**config.mk**
```make
export PLATFORM = sky130hd
export DESIGN_NAME = reg_access_arbiter
export DESIGN_NICKNAME = d
export VERILOG_FILES = /design/src/rtl/reg_arb_pkg.sv /design/src/rtl/reg_store.sv /design/src/rtl/reg_access_arbiter.sv
export SDC_FILE = /design/constraint.sdc
export NUM_CORES = 1
export LEC_CHECK = 0
export BUFFER_PORTS_ARGS = -buffer_cell sky130_fd_sc_hd__buf_4
export CORE_ASPECT_RATIO = 0.5
export CORE_UTILIZATION = 45
export DETAILED_ROUTE_END_ITERATION = 8
export GPL_TIMING_DRIVEN = 0
export HOLD_SLACK_MARGIN = 0.1
export PLACE_DENSITY = 0.68
export SYNTH_ARGS = -nofsm -noshare
export SYNTH_HDL_FRONTEND = slang
export SYNTH_HIERARCHICAL = 1
export SYNTH_SLANG_ARGS = --single-unit
```
**constraint.sdc**
```tcl
create_clock -name clk -period 5 [get_ports clk]
set_input_delay 1 -clock clk [delete_from_list [all_inputs] [get_ports clk]]
set_output_delay 1 -clock clk [all_outputs]
set_load 0.05 [all_outputs]
```
**src/rtl/reg_arb_pkg.sv**
```systemverilog
// Shared definitions for the two-port register access arbiter:
// default sizes, port identifiers and the grant-state encoding.
package reg_arb_pkg;

    localparam int DATA_W_DEF = 16;
    localparam int DEPTH_DEF  = 4;

    localparam logic PORT0 = 1'b0;
    localparam logic PORT1 = 1'b1;

    // Grant decision for the current cycle; prio carries the history between cycles.
    typedef enum logic [1:0] {
        IDLE = 2'd0,
        G0   = 2'd1,
        G1   = 2'd2
    } grant_state_t;

endpackage

```
**src/rtl/reg_store.sv**
```systemverilog
// DEPTH x DATA_W register file: one synchronous write port, one combinational
// read port, cleared by synchronous reset. Out-of-range writes are dropped, reads return 0.
module reg_store
    import reg_arb_pkg::*;
#(
    parameter int DATA_W = DATA_W_DEF,
    parameter int DEPTH  = DEPTH_DEF,
    parameter int ADDR_W = $clog2(DEPTH)
) (
    input  logic              clk,
    input  logic              rst,
    input  logic              we,
    input  logic [ADDR_W-1:0] waddr,
    input  logic [DATA_W-1:0] wdata,
    input  logic [ADDR_W-1:0] raddr,
    output logic [DATA_W-1:0] rdata
);

    logic [DATA_W-1:0] mem [DEPTH];
    logic              waddr_ok;
    logic              raddr_ok;

    // Range checks only exist when the address space has holes above DEPTH-1.
    generate
        if (DEPTH == (1 << ADDR_W)) begin : g_full_range
            assign waddr_ok = 1'b1;
            assign raddr_ok = 1'b1;
        end else begin : g_partial_range
            assign waddr_ok = (32'(waddr) < 32'(DEPTH));
            assign raddr_ok = (32'(raddr) < 32'(DEPTH));
        end
    endgenerate

    always_ff @(posedge clk) begin
        if (rst) begin
            for (int i = 0; i < DEPTH; i++) begin
                mem[i] <= '0;
            end
        end else if (we && waddr_ok) begin
            mem[waddr] <= wdata;
        end
    end

    assign rdata = raddr_ok ? mem[raddr] : '0;

endmodule

```
**src/rtl/reg_access_arbiter.sv**
```systemverilog
// Two-port round-robin arbiter in front of a shared register store; one
// transaction per cycle, reads answered on a registered per-port response channel.
module reg_access_arbiter
    import reg_arb_pkg::*;
#(
    parameter int DATA_W = DATA_W_DEF,
    parameter int DEPTH  = DEPTH_DEF,
    parameter int ADDR_W = $clog2(DEPTH)
) (
    input  logic              clk,
    input  logic              rst,

    input  logic              req0_valid,
    output logic              req0_ready,
    input  logic              req0_we,
    input  logic [ADDR_W-1:0] req0_addr,
    input  logic [DATA_W-1:0] req0_wdata,

    input  logic              req1_valid,
    output logic              req1_ready,
    input  logic              req1_we,
    input  logic [ADDR_W-1:0] req1_addr,
    input  logic [DATA_W-1:0] req1_wdata,

    output logic              rsp0_valid,
    output logic [DATA_W-1:0] rsp0_rdata,
    output logic              rsp1_valid,
    output logic [DATA_W-1:0] rsp1_rdata,

    output logic              prio,
    output grant_state_t      dbg_state
);

    // Handshake: a request is taken at the rising edge where valid && ready.
    // ready is combinational from both valids and prio, never from the other
    // request fields; the requester holds valid/we/addr/wdata until taken.
    // Responses are fire-and-forget: rspN_valid is a one-cycle pulse, no ready.

    grant_state_t      state;
    logic              prio_next;

    logic              acc_we;
    logic [ADDR_W-1:0] acc_addr;
    logic [DATA_W-1:0] acc_wdata;
    logic              store_we;
    logic [DATA_W-1:0] store_rdata;
    logic              rd0_accept;
    logic              rd1_accept;

    always_ff @(posedge clk) begin
        if (rst) begin
            prio <= PORT0;
        end else begin
            prio <= prio_next;
        end
    end

    always_comb begin
        state     = IDLE;
        prio_next = prio;
        if (!rst) begin
            if (req0_valid && req1_valid) begin
                state = (prio == PORT0) ? G0 : G1;
            end else if (req0_valid) begin
                state = G0;
            end else if (req1_valid) begin
                state = G1;
            end
        end
        // The loser of this cycle becomes the preferred port for the next.
        case (state)
            G0:      prio_next = PORT1;
            G1:      prio_next = PORT0;
            default: prio_next = prio;
        endcase
    end

    assign req0_ready = (state == G0);
    assign req1_ready = (state == G1);
    assign dbg_state  = state;

    always_comb begin
        acc_we    = req0_we;
        acc_addr  = req0_addr;
        acc_wdata = req0_wdata;
        if (state == G1) begin
            acc_we    = req1_we;
            acc_addr  = req1_addr;
            acc_wdata = req1_wdata;
        end
    end

    assign store_we   = (state != IDLE) && acc_we;
    assign rd0_accept = (state == G0) && !req0_we;
    assign rd1_accept = (state == G1) && !req1_we;

    reg_store #(
        .DATA_W (DATA_W),
        .DEPTH  (DEPTH),
        .ADDR_W (ADDR_W)
    ) u_store (
        .clk   (clk),
        .rst   (rst),
        .we    (store_we),
        .waddr (acc_addr),
        .wdata (acc_wdata),
        .raddr (acc_addr),
        .rdata (store_rdata)
    );

    // Reset drops any response that would otherwise appear in the next cycle.
    always_ff @(posedge clk) begin
        if (rst) begin
            rsp0_valid <= 1'b0;
            rsp0_rdata <= '0;
            rsp1_valid <= 1'b0;
            rsp1_rdata <= '0;
        end else begin
            rsp0_valid <= rd0_accept;
            rsp1_valid <= rd1_accept;
            if (rd0_accept) begin
                rsp0_rdata <= store_rdata;
            end
            if (rd1_accept) begin
                rsp1_rdata <= store_rdata;
            end
        end
    end

endmodule

```
==> results of run 1 <==
through the flow:
| stage | worst slack, ns | total power, mW |
|---|---|---|
| floorplan | 0.644 | 1.08 |
| global placement | 0.353 | 1.16 |
| detailed placement | 0.994 | 1.17 |
| CTS | 1.34 | 1.86 |
| global route | 1.16 | 1.91 |
| finish | 1.35 | 1.84 |
layout by cell type, fill, tap and decap left out, types with 3 or more instances in the layout:
cell type,instances
inv_4,3
and2_1,52
clkbuf_2,3
dfxtp_1,35
mux4_2,16
mux2_2,18
and2_2,12
ha_1,3
clkbuf_1,4
clkbuf_16,10
buf_4,82
nand2b_1,50
mux2i_1,33
edfxtp_1,64
nor2_1,5
buf_6,9
worst min-delay path, delay by kind of cell, from the launching register on:
kind | cells | cell delay, ns
AND/OR/NAND/NOR | 1 | 0.06
multiplexers | 1 | 0.06
flip-flops | 1 | 0.31
routing by layer:
layer  track usage  vias to the layer above  wire length, um  part of all wire
met3        0.0632                        8              648             0.065
met2         0.327                       90             4600              0.46
met5             0                        -                0                 0
li1              -                     1340                -                 -
met1         0.255                     1354             4610              0.46
met4        0.0544                        0               92            0.0092
state kept, by name, summed over array words and instances, names as in the netlist:
name / count
prio: 1
rsp1_rdata: 16
rsp0_rdata: 16
rsp1_valid: 1
rsp0_valid: 1
u_store/mem: 64
cell families after synthesis:
kind of cell,Yosys count
simple gates,132
flops,99
mux,67
buf+inv,22
compound gates,5
fa+ha+maj,3
report_power, final:
part           switching [mW]  leakage (nW)  internal [mW]
combinational           0.128          1.26          0.107
clock                   0.300         0.157          0.393
sequential             0.0108         0.952          0.904
layout make-up:
class	count	share of cell area
multi-input cells	207	0.324
inverters	1	0.000652
repair buffers	81	0.107
well taps	135	0.0294
plain buffers	21	0.0307
clock buffers	10	0.0435
flip-flops and latches	99	0.456
clock inverters	6	0.00870
how the worst min path moves through the flow:
stage                     endpoint
floorplan           rsp1_rdata[10]
global placement    rsp1_rdata[11]
detailed placement  rsp1_rdata[13]
CTS                 rsp1_rdata[13]
global route        rsp1_rdata[13]
finish              rsp1_rdata[13]
==> summary.md, run 1 <==
| Metric | Value |
|---|---|
| Top-count cell post-synth | `edfxtp_1` |
| DRT iter0 DRCs | `138` |
| Fmax | `0.274 GHz` |
| CP Capture Type | `register` |
| Hold path depth | `2` |
| Fin Clk Skew | `0.00622 ns` |
| Detailed-route vias per instance | `4.99` |
| CP Launch Type | `primary input` |
| CP peak stage delay | `0.58 ns` |
| WHS | `0.477 ns` |
| Final Core Density | `0.589` |
| N_diodes | `0` |
| Critical path data required time | `5.21 ns` |
| Setup violators final | `0` |
| Finished Cell Area | `5750 sq um` |
| Setup slack, reg-to-reg | `2.06 ns` |
| GPL Wtd Cong | `0.776` |
| Die Wd | `146 um` |
| Vias in the first global route | `2,852` |
| Post-CTS sizing | `0` |
| Gr usage total | `0.197` |
| Worst-case clock buffer depth | `2` |
| GRT overflow | `0` |
| Crit Path Category | `in -> reg` |
| Fin. Hold Viols | `0` |
| Register Area | `2620 sq um` |
| Register area share after synthesis | `0.562` |
| HPWL Detailed | `7130 um` |
| Mean area per synthesized cell | `14.2 sq um` |
| Multi-input logic area | `1870 sq um` |
| Largest family of logic cells by synthesized area | `multiplexers` |
| Xor/xnor share of the synthesized area | `0` |
| Fin Setup TNS | `0 ns` |
| Number of synthesized register bits | `99` |
| Minimum clock period after layout | `3.65 ns` |
| Adder-Cell Fraction of Synth Area | `0.00805` |
| Synth unique cells | `30` |
| Cts-stage hold buffer count | `0` |
| Path depth of the worst reg2reg path | `9` |
| Top cell type's share of synthesized area | `0.412` |
| I/O Buffers | `80` |
| Root Buffer | `clkbuf_16` |
| Pin count of the biggest net entering global routing | `17` |
| Arrival @ worst endpoint | `3.86 ns` |
| Row cnt | `25` |
| Reg clk slew, reported paths | `0.07 ns` |
| Worst hold start | `rsp1_rdata[13]` |
| PD cells | `320 nW/um^2` |
| CP bufs+invs | `5` |
| Reg2reg start | `prio` |
| Initial core utilization | `0.478` |
| Slew headroom | `0.588` |
| Status | `complete, no violations` |
| Post-synthesis async set-or-reset flop share | `0` |
| Routed wire length | `9950 um` |
| DR WL/cell | `17.8 um` |
| EDFF count, synth | `64` |
| Post-Syn Nets | `373` |
| Slowest CP cell | `nor4b_4` |
| Syn Std Cell Area | `4660 sq um` |
| H-tree depth | `3` |
| # IOs | `81` |
| Skew-Pair Late Insertion Delay | `0.34 ns` |
| Lkg Pwr | `2.37 nW` |
| Peak supply drop | `170 uV` |
| Synth area leaders | `edfxtp_1 41%, dfxtp_1 15%, mux4_2 7.7%, mux2i_1 7.1%, and2_1 7.0%` |
| Cell Count, Final, Fillers Out | `560` |
| Total die area | `10,800 sq um` |
| Cell Chain, Critical Path | `buf_4 -> buf_6 -> clkbuf_2 -> and3b_1 -> ha_1 -> buf_4 -> mux2i_1 -> nor2_1 -> nor4b_4 -> buf_6 -> and2_2` |
| RSZ-0062 raised after global routing | `false` |
| CTS buffer count | `9` |
| Mux contribution to synthesized area | `0.192` |
| Placed inst area | `5450 sq um` |
| Initial antenna violation count | `0` |
| Number of max-cap violations | `0` |
| Most frequent cells after synthesis | `64 x edfxtp_1, 52 x and2_1, 50 x nand2b_1` |
| Cell family with most CP delay | `simple AND/OR/NAND/NOR gates` |
| End point of the critical path | `u_store/mem[0][3]` |
| R2R Path End | `u_store/mem[0][3]` |
| Syn Inst Count | `328` |
| Post-DRT Antenna Nets | `0` |
| Max Slew Vio Count | `0` |
| Final Cycle Share | `0.729` |
| Cells after DPL | `544` |
| Synth Area in Compound Gates | `0.00885` |
| Sinks on Clock Net | `99` |
| Fill cell count | `790` |
| Placeable Area | `9760 sq um` |
| Area delta synth->final | `23.3%` |
| First-pass GRT wire length | `15,300 um` |
| CTS tree | `built` |
| Critical Path Stages | `11` |
| Chip height | `74.0 um` |
| DRT Pass-1 Iters | `4` |
| Yosys warning count | `6` |
| Layout cell share with drive strength beyond 1 | `0.402` |
| Post-Synth Simple-Gate Area | `0.191` |
| # nets final | `465` |
| DRC Markers | `0` |
| Min-Delay Path Class | `reg -> reg` |
| Synth Flop Type | `edfxtp_1` |
| Crit-path max FO | `10` |
| Worst-Margin Slew | `0.616 ns` |
| Post-CTS Setup Repair Bufs | `0` |
| Via count | `2,792` |
| Synth area leader | `edfxtp_1` |
| Crit. Startpoint | `rst` |
No activity file was read; power rests on OpenSTA's default activity.
==> run 2: changes to the inputs <==
Clock period 5 ns to 3.7 ns, I/O delays scaled along.
==> summary.md, run 2 (same netlist as run 1, synthesis figures left out) <==
| Metric | Value |
|---|---|
| Status | `complete, no violations` |
| # nets final | `464 (-0.22%)` |
| Largest register FFs | `64 (unchanged)` |
| Fin. Hold Viols | `0 (unchanged)` |
| Critical path data required time | `3.91 ns (-1.30 ns)` |
| CTS buffer count | `9 (unchanged)` |
| Met3 layer usage reported by global route | `0.0497 (-0.0135)` |
| Placeable Area | `9760 sq um (unchanged)` |
| Routed wire length | `9660 um (-2.9%)` |
| Most Used Layer, Global Route | `met2` |
| GRT met1 Usage | `0.245 (-0.00952)` |
| H-tree depth | `3 (unchanged)` |
| Worst-Margin Slew | `0.615 ns (-0.00141 ns)` |
| Skew-Pair Late Insertion Delay | `0.34 ns (about the same)` |
| I/O Buffers | `80 (unchanged)` |
| RSZ-0062 raised after global routing | `false` |
| Number of max-cap violations | `0 (unchanged)` |
| Arrival @ worst endpoint | `3.57 ns (-0.29 ns)` |
| Placed inst area | `5440 sq um (-0.23%)` |
| Crit-path max FO | `10 (unchanged)` |
| CP dominant cell by count | `buf_4` |
| DP Worst Slack | `-0.221 ns (-1.21 ns)` |
| Largest regs | `u_store/mem x64, rsp0_rdata x16, rsp1_rdata x16` |
| CTS tree | `built` |
| Fin Clk Skew | `0.00563 ns (-0.000591 ns)` |
| Multi-input logic area | `1880 sq um (+0.54%)` |
| Total Power | `2.46 mW (+33%)` |
| Final Cycle Share | `0.910` |
| Most frequent cells in the layout | `82 x buf_4, 64 x edfxtp_1, 52 x and2_1` |
| Crit Path Category | `in -> reg` |
| Setup violators final | `0 (unchanged)` |
| Chip height | `74.0 um (unchanged)` |
| Post-DRT Antenna Nets | `0 (unchanged)` |
| First-pass GRT wire length | `14,700 um (-4.1%)` |
| Area delta synth->final | `23.0%` |
| Die Wd | `146 um (unchanged)` |
| GPL Wtd Cong | `0.772 (-0.50%)` |
| Gr usage total | `0.192 (-0.00504)` |
| WHS | `0.475 ns (-0.00232 ns)` |
| HPWL Detailed | `6860 um (-3.7%)` |
| Reg clk slew, reported paths | `0.07 ns (about the same)` |
| CP Capture Type | `register` |
| PD cells | `428 nW/um^2 (+34%)` |
| Peak supply drop | `199 uV (+17%)` |
| # IOs | `81 (unchanged)` |
| Slowest CP cell | `nor2_1` |
| Cells after DPL | `543 (-0.18%)` |
| Row cnt | `25 (unchanged)` |
| Pin count of the biggest net entering global routing | `17 (unchanged)` |
| Layout cell share with drive strength beyond 1 | `0.403 (+0.000949)` |
| Register Area | `2620 sq um (unchanged)` |
| Via count | `2,773 (-0.68%)` |
| Fill cell count | `817 (+3.4%)` |
| Slew headroom | `0.589 (+0.000944)` |
| Vias in the first global route | `2,678 (-6.1%)` |
| DRT Pass-1 Iters | `4 (unchanged)` |
| Cell Chain, Critical Path | `buf_4 -> buf_6 -> clkbuf_2 -> and3b_1 -> ha_2 -> buf_4 -> mux2i_1 -> nor2_1 -> nor2b_4 -> clkbuf_1 -> and2_1` |
| Total die area | `10,800 sq um (unchanged)` |
| Minimum clock period after layout | `3.37 ns` |
| Detailed-route vias per instance | `4.96 (-0.50%)` |
| Finished Cell Area | `5740 sq um (-0.26%)` |
| Min-Delay Path Class | `reg -> reg` |
| Cell Count, Final, Fillers Out | `559 (-0.18%)` |
| CP bufs+invs | `5 (unchanged)` |
| Initial core utilization | `0.478 (unchanged)` |
| N_diodes | `0 (unchanged)` |
| Root Buffer | `clkbuf_16` |
| DRC Markers | `0 (unchanged)` |
| Max Slew Vio Count | `0 (unchanged)` |
| GRT overflow | `0 (unchanged)` |
| Initial antenna violation count | `0 (unchanged)` |
| Sinks on Clock Net | `99 (unchanged)` |
| DR WL/cell | `17.3 um (-2.7%)` |
| GR Util met2 | `0.321 (-0.00585)` |
| Commonest non-fill, non-tap cell in the layout | `buf_4` |
| Lkg Pwr | `2.35 nW (-0.53%)` |
| Cell family with most CP delay | `simple AND/OR/NAND/NOR gates` |
| Final setup margin | `0.335 ns (-1.02 ns)` |
| Post-CTS Setup Repair Bufs | `0 (unchanged)` |
| CP Launch Type | `primary input` |
| Fmax | `0.297 GHz` |
| Reg with most FFs | `u_store/mem` |
| Worst-case clock buffer depth | `2 (unchanged)` |
| CP peak stage delay | `0.48 ns (-0.10 ns)` |
| DRT iter0 DRCs | `138 (unchanged)` |
-- run 2: cell types whose count changed in the layout (fill, tap and decap cells not counted), sizes merged --
cell	previous run	this run
inv	4	5
buf	95	94
clkinv	2	1
-- run 2: stage by stage --
stage / util / setup TNS, ns
floorplan: - / 0
global placement: 0.557 / -1.70
detailed placement: 0.557 / -3.53
CTS: 0.587 / 0
global route: 0.588 / 0
finish: 0.588 / 0
-- run 2: worst min-delay path, delay by kind of cell, from the launching register on --
family / cells / cell delay, ns
flip-flops: 1 / 0.32
multiplexers: 1 / 0.05
AND/OR/NAND/NOR: 1 / 0.06
-- run 2: layer usage --
| metal | vias to the layer above | wire [um] |
|---|---|---|
| met4 | 0 | 196 |
| li1 | 1343 | - |
| met3 | 15 | 571 |
| met1 | 1323 | 4380 |
| met5 | - | 0 |
| met2 | 92 | 4520 |
-- run 2: what timing repair did --
action	4_1_cts	5_1_grt
hold buffers	0	0
resized for setup	0	1
endpoints found under the setup margin	0	16
-- run 2: final timing paths --
check | endpoint | startpoint | depth (start not counted) | slack [ns]
min reg2reg | rsp1_rdata[0] | rsp1_rdata[0] | 2 | 0.47
max reg2reg | u_store/mem[3][13] | prio | 9 | 0.81
min | rsp1_rdata[0] | rsp1_rdata[0] | 2 | 0.47
max | u_store/mem[3][13] | rst | 11 | 0.33
-- run 2: layout make-up --
class / instances / area share
well taps: 135 / 0.0294
clock inverters: 6 / 0.00894
plain buffers: 21 / 0.0307
repair buffers: 80 / 0.105
inverters: 1 / 0.000654
multi-input cells: 207 / 0.327
clock buffers: 10 / 0.0416
flip-flops and latches: 99 / 0.457
-- run 2: report_power, final --
group          total, mW  switching [mW]  internal, mW
registers           1.24          0.0143          1.22
logic              0.317           0.173         0.143
clock network      0.904           0.395         0.509
